<file path="src/rtl/tennis_pkg.sv">
// tennis_pkg: FSM states, player encoding and score width shared by the rally engine
package tennis_pkg;
  typedef enum logic [2:0] {SERVE = 3'd0, TO_P2 = 3'd1, TO_P1 = 3'd2, POINT = 3'd3, OVER = 3'd4} state_t;
  localparam logic P1 = 1'b0;
  localparam logic P2 = 1'b1;
  localparam int SCORE_W = 4;
endpackage

</file>
<file path="src/rtl/btn_edge.sv">
// btn_edge: registered rising-edge detector; ports clk, rst, btn (debounced level), press (one-cycle pulse)
module btn_edge (
  input  logic clk,
  input  logic rst,
  input  logic btn,
  output logic press
);
  logic prev;
  // History resets high so a button held through reset never counts as a press
  always_ff @(posedge clk) begin
    prev  <= rst ? 1'b1 : btn;
    press <= rst ? 1'b0 : btn & ~prev;
  end
endmodule

</file>
<file path="src/rtl/tennis_rally_engine.sv">
// tennis_rally_engine: LED tennis rally/scoring FSM; ports clk, reset_clk, btn_p1/btn_p2, serve_mode -> led, scores, game_over, winner, hit, state_dbg
module tennis_rally_engine
  import tennis_pkg::*;
#(
  parameter int N_LEDS      = 16,
  parameter int BASE_DIV    = 25000000,
  parameter int MAX_SPEED   = 3,
  parameter int WIN_SCORE   = 7,
  parameter int PAUSE_CYC   = 50000000,
  parameter int EARLY_FAULT = 1
) (
  input  logic               clk,
  input  logic               reset_clk,
  input  logic               btn_p1,
  input  logic               btn_p2,
  input  logic               serve_mode,
  output logic [N_LEDS-1:0]  led,
  output logic [SCORE_W-1:0] score_p1,
  output logic [SCORE_W-1:0] score_p2,
  output logic               game_over,
  output logic               winner,
  output logic               hit,
  output logic [2:0]         state_dbg
);
  localparam int PW = $clog2(N_LEDS);
  localparam int CW = $clog2(BASE_DIV + 1);
  localparam int LW = $clog2(MAX_SPEED + 2);
  localparam int QW = $clog2(PAUSE_CYC + 1);
  localparam logic [PW-1:0] TOP = PW'(N_LEDS - 1);
  localparam logic [N_LEDS-1:0] ONES = '1;
  state_t state, state_n;
  logic server, server_n, scorer, scorer_n, winner_n, hit_n;
  logic [PW-1:0] pos, pos_n;
  logic [LW-1:0] level, level_n;
  logic [CW-1:0] cnt, cnt_n;
  logic [QW-1:0] pcnt, pcnt_n;
  logic [SCORE_W-1:0] s1_n, s2_n;
  logic p1, p2, tick_exp, rally, rx, at_end, win_now;
  btn_edge u_edge_p1 (.clk(clk), .rst(reset_clk), .btn(btn_p1), .press(p1));
  btn_edge u_edge_p2 (.clk(clk), .rst(reset_clk), .btn(btn_p2), .press(p2));
  assign tick_exp = cnt == CW'((BASE_DIV >> level) - 1);
  assign rally    = state == TO_P2 || state == TO_P1;
  // Only the receiving player's press matters during a rally
  assign rx       = state == TO_P1 ? p1 : p2;
  assign at_end   = pos == (state == TO_P1 ? TOP : '0);
  assign win_now  = (scorer == P1 ? score_p1 : score_p2) == SCORE_W'(WIN_SCORE);
  always_comb begin
    state_n  = state;
    server_n = server;
    pos_n    = pos;
    level_n  = level;
    s1_n     = score_p1;
    s2_n     = score_p2;
    scorer_n = scorer;
    winner_n = winner;
    hit_n    = 1'b0;
    pcnt_n   = '0;
    case (state)
      SERVE: if (server == P1 ? p1 : p2) begin
        state_n = server == P1 ? TO_P2 : TO_P1;
        pos_n   = server == P1 ? TOP : '0;
        level_n = '0;
      end
      TO_P2, TO_P1:
        // A press at the end beats a simultaneous tick expiry
        if (rx && at_end) begin
          state_n = state == TO_P2 ? TO_P1 : TO_P2;
          level_n = level == LW'(MAX_SPEED) ? level : level + 1'b1;
          hit_n   = 1'b1;
        end else if ((rx && EARLY_FAULT != 0) || (tick_exp && at_end)) begin
          state_n  = POINT;
          scorer_n = state == TO_P2 ? P1 : P2;
          s1_n     = state == TO_P2 ? score_p1 + 1'b1 : score_p1;
          s2_n     = state == TO_P1 ? score_p2 + 1'b1 : score_p2;
          level_n  = '0;
        end else if (tick_exp)
          pos_n = state == TO_P2 ? pos - 1'b1 : pos + 1'b1;
      POINT: begin
        pcnt_n = pcnt + 1'b1;
        if (pcnt == QW'(PAUSE_CYC - 1)) begin
          pcnt_n   = '0;
          state_n  = win_now ? OVER : SERVE;
          winner_n = win_now ? scorer : winner;
          server_n = win_now ? server : serve_mode ? ~scorer : ~server;
        end
      end
      default: ;
    endcase
    cnt_n = (state_n != state || hit_n || tick_exp || !rally) ? '0 : cnt + 1'b1;
  end
  always_ff @(posedge clk) begin
    if (reset_clk) begin
      state    <= SERVE;
      server   <= P1;
      pos      <= TOP;
      level    <= '0;
      cnt      <= '0;
      pcnt     <= '0;
      score_p1 <= '0;
      score_p2 <= '0;
      scorer   <= P1;
      winner   <= P1;
      hit      <= 1'b0;
    end else begin
      state    <= state_n;
      server   <= server_n;
      pos      <= pos_n;
      level    <= level_n;
      cnt      <= cnt_n;
      pcnt     <= pcnt_n;
      score_p1 <= s1_n;
      score_p2 <= s2_n;
      scorer   <= scorer_n;
      winner   <= winner_n;
      hit      <= hit_n;
    end
  end
  assign led = state == POINT ? ONES
             : state == OVER  ? (winner == P1 ? ONES << (N_LEDS - N_LEDS / 2) : ONES >> (N_LEDS - N_LEDS / 2))
             : N_LEDS'(1) << (state == SERVE ? (server == P1 ? TOP : '0) : pos);
  assign game_over = state == OVER;
  assign state_dbg = state;
endmodule
</file>
<file path="config.mk">
export PLATFORM = sky130hd
export DESIGN_NAME = tennis_rally_engine
export DESIGN_NICKNAME = d
export VERILOG_FILES = /design/src/rtl/tennis_pkg.sv /design/src/rtl/btn_edge.sv /design/src/rtl/tennis_rally_engine.sv
export SDC_FILE = /design/constraint.sdc
export NUM_CORES = 1
export LEC_CHECK = 0
export ABC_AREA = 1
export BUFFER_PORTS_ARGS = -buffer_cell sky130_fd_sc_hd__buf_2
export CORE_MARGIN = 2
export CORE_UTILIZATION = 40
export CTS_CLUSTER_DIAMETER = 50
export CTS_CLUSTER_SIZE = 30
export DETAILED_ROUTE_END_ITERATION = 6
export SLEW_MARGIN = 25
export SYNTH_ARGS = -nofsm -noshare
export SYNTH_HDL_FRONTEND = slang
export SYNTH_SLANG_ARGS = --single-unit
</file>
<file path="constraint.sdc">
create_clock -name clk -period 2.72 [get_ports clk]
set_clock_uncertainty 0.15 [all_clocks]
set_input_delay 0.408 -clock clk [delete_from_list [all_inputs] [get_ports clk]]
set_output_delay 0.408 -clock clk [all_outputs]
set_load 0.005 [all_outputs]
</file>
==> flow_metrics.py <==
metrics = {
    "run_status": {
        "status": "complete, but fails checks",
        "failed_checks": "setup timing",
    },
    "pwr": {
        "powerDensity_nw_per_um2": 418,
        "p_leak_nw": 2.87,
        "irDropWorstVdd_mv": 0.266,
        "p_total_mw": 2.77,
    },
    "cells_and_area": {
        "nets": 887,
        "layout_common_cells": "172 x nand2_1, 105 x inv_1, 70 x dfxtp_1",
        "final_area_um2": 6630,
        "seq_area_um2": 1560,
        "filler_cell_count": 1145,
        "drive_gt1_share_pct": 29.8,
        "syn2layout_area_growth_pct": 33.6,
        "final_common_cell": "nand2_1",
        "multi_input_area_um2": 3440,
        "n_antenna_cell": 0,
    },
    "yosys": {
        "synth_seq_cells": 77,
        "syn-num-nets": 784,
        "netlist_instances": 761,
        "synth-xor-area-share_pct": 7.06,
        "syn_area_um2": 4960,
        "synth_compound_area_share_pct": 7.67,
        "syn_avg_cell_area_um2": 6.52,
        "synth.area.mux_share_pct": 0.202,
        "yosysSeqAreaShare_pct": 31.1,
        "ys_warn_count": 0,
        "ys.flop_type": "dfxtp_1",
        "synth_edf_count": 0,
        "synth_top_family_by_area": "simple AND/OR/NAND/NOR gates",
        "synthSimpleGateAreaFrac_pct": 39.0,
        "synth_cell_types": 42,
        "synth-async-reset-ratio_pct": 0,
        "synthAdderAreaFrac_pct": 4.69,
    },
    "placement": {
        "place_ws_ps": -374,
        "portBuffers": 34,
        "hpwl_um": 9520,
        "place_congestion": 0.874,
        "postPlaceCellArea_um2": 5690,
    },
    "timing": {
        "setup_violations": 33,
        "max_slew_margin_pct": 66.1,
        "tightest_slew_ps": 508,
        "fin_ws_ps": -139,
        "min_period_ps": 2860,
        "fin_crit_sh_pct": 105,
        "hold_ws_ps": 113,
        "hold_viol": 0,
        "rsz0062_at_grt": "yes",
        "finalMaxSlewViolations": 0,
        "tns_ps": -2690,
        "max_freq_mhz": 350,
    },
    "critical_path": {
        "critPathCapture": "cnt[16]",
        "required_ps": 2790,
        "crit_type": "reg2reg",
        "timing.rr.start": "level[1]",
        "worst-r2r-cell-count": 20,
        "crit_arrival_ps": 2930,
        "worstSetupStartpointType": "register",
        "regToRegEndpoint": "cnt[16]",
        "worstPathMaxFanout": 7,
        "startpoint": "level[1]",
        "reg2reg_slack_ps": -140,
        "endpoint_kind": "register",
    },
    "routing": {
        "drtIter0Drc": 255,
        "drc_errors": 0,
        "routed_wl_um": 13400,
        "detail-route-antenna-nets": 0,
        "num_vias": 5146,
        "drt_pass1_iterations": 5,
        "wl_per_cell_um": 12.9,
        "viasPerCell": 4.96,
    },
    "die": {
        "io_pins": 35,
        "core_um2": 12100,
        "die_w_um": 115,
        "die_h_um": 115,
        "placement_rows": 40,
        "initial_core_util_pct": 41.1,
        "dieArea_um2": 13300,
    },
    "cts": {
        "root_buffer": "clkbuf_16",
        "cts_buffers": 9,
        "clock_sinks": 77,
        "clock_latency_ps": 340,
        "clkTransAtPathRegs_ps": 60,
        "cts_hold_buffers": 0,
        "htreeDepth": 3,
        "tritoncts": "done",
        "clockBufferDepth": 2,
    },
    "global_routing": {
        "grt.total_usage_pct": 20.3,
        "grt_pass1_vias": 4774,
        "grt_pass1_wl_um": 21800,
        "antenna_found_initial": 0,
        "overflow": 0,
        "grt_max_degree": 27,
    },
    "hold_path": {
        "min_path_type": "in2reg",
    },
    "run": {
        "maxCapViolations": 0,
    },
}
## how the worst min path moves through the flow
stage | end | slack (ps) | depth (start not counted) | startpoint
after floorplan | u_edge_p1.press | 220 | 1 | u_edge_p1.prev
after global placement | u_edge_p2.press | 230 | 1 | u_edge_p2.prev
after detailed placement | u_edge_p2.press | 240 | 1 | u_edge_p2.prev
after CTS | u_edge_p1.prev | 110 | 3 | btn_p1
after global routing | u_edge_p1.prev | 140 | 3 | btn_p1
final | u_edge_p1.prev | 110 | 3 | btn_p1
## flip-flops by register name (all words and copies together) (netlist names), 3 cells and up
| name | cells |
|---|---|
| pcnt | 26 |
| state_dbg | 3 |
| score_p1 | 4 |
| level | 3 |
| cnt | 25 |
| pos | 4 |
| score_p2 | 4 |
## routing by layer
metal / routed length [um] / share of wire, % / track usage [%]
met5: 0 / 0 / 0
met4: 172 / 1.3 / 6.59
met3: 470 / 3.5 / 3.37
met2: 6560 / 49 / 33.7
met1: 6180 / 46 / 27.0
## through the flow
step	std cells	util (%)
4_1_cts	1029	51.6
5_1_grt	1037	55.0
3_5_place_dp	1007	47.2
2_1_floorplan	761	-
6_report	1037	55.0
3_3_place_gp	1007	47.2
## synthesized netlist by cell type, drive strengths merged (9+ instances only)
cell | instances | share of area [%]
nor2 | 107 | 8.8
a21oi | 23 | 2.3
nor3b | 9 | 1.5
o21ai | 27 | 2.7
dfxtp | 77 | 31
xor2 | 35 | 6.2
nand3 | 63 | 6.6
nand4 | 9 | 1.3
nor3 | 25 | 3.3
inv | 117 | 8.9
nand2 | 204 | 16
ha | 17 | 4.3
## cell families after synthesis
group / count (synthesis)
and+or+nand+nor: 431
buffers and inverters: 126
DFF: 77
AOI/OAI and AO/OA: 68
xor gates and xnor gates: 40
adders and majority gates: 18
muxes: 1
## layout make-up
type,instances,share of cell area [%]
clock buffers,10,3.61
clock inverters,6,0.698
inverters,117,6.89
multi-input cells,561,51.9
flip-flops and latches,77,23.5
well taps,168,3.17
repair buffers,98,10.3
## critical path, stage by stage (launching register included)
cell and delay (ps):
dfxtp_4 400, buf_6 120, ha_4 150, ha_4 150, inv_4 40, buf_4 120, buf_4 130, nand4_1 100
nand3_2 100, nor2_1 90, nand2_1 50, nand2_1 60, nand3_1 100, nor2_4 150, nand4_4 100, nand3_1 110
nand2_1 70, nand2_2 90, nand3_4 160, nand3_4 220, nor2_1 60
## timing repair
item | 4_1_cts | 5_1_grt
pin swaps | 22 | 58
buffers inserted | 3 | 8
endpoints found under the hold margin | 0 | 0
cloned | 3 | 0
gates resized for setup | 54 | 105
endpoints found under the setup margin | 41 | 55
## where the power goes
| group | switching [mW] | internal (mW) |
|---|---|---|
| logic | 0.272 | 0.187 |
| clock network | 0.507 | 0.649 |
| registers | 0.0156 | 1.14 |
| total | 0.795 | 1.98 |
Note: power is estimated with default switching activity, not from simulation.
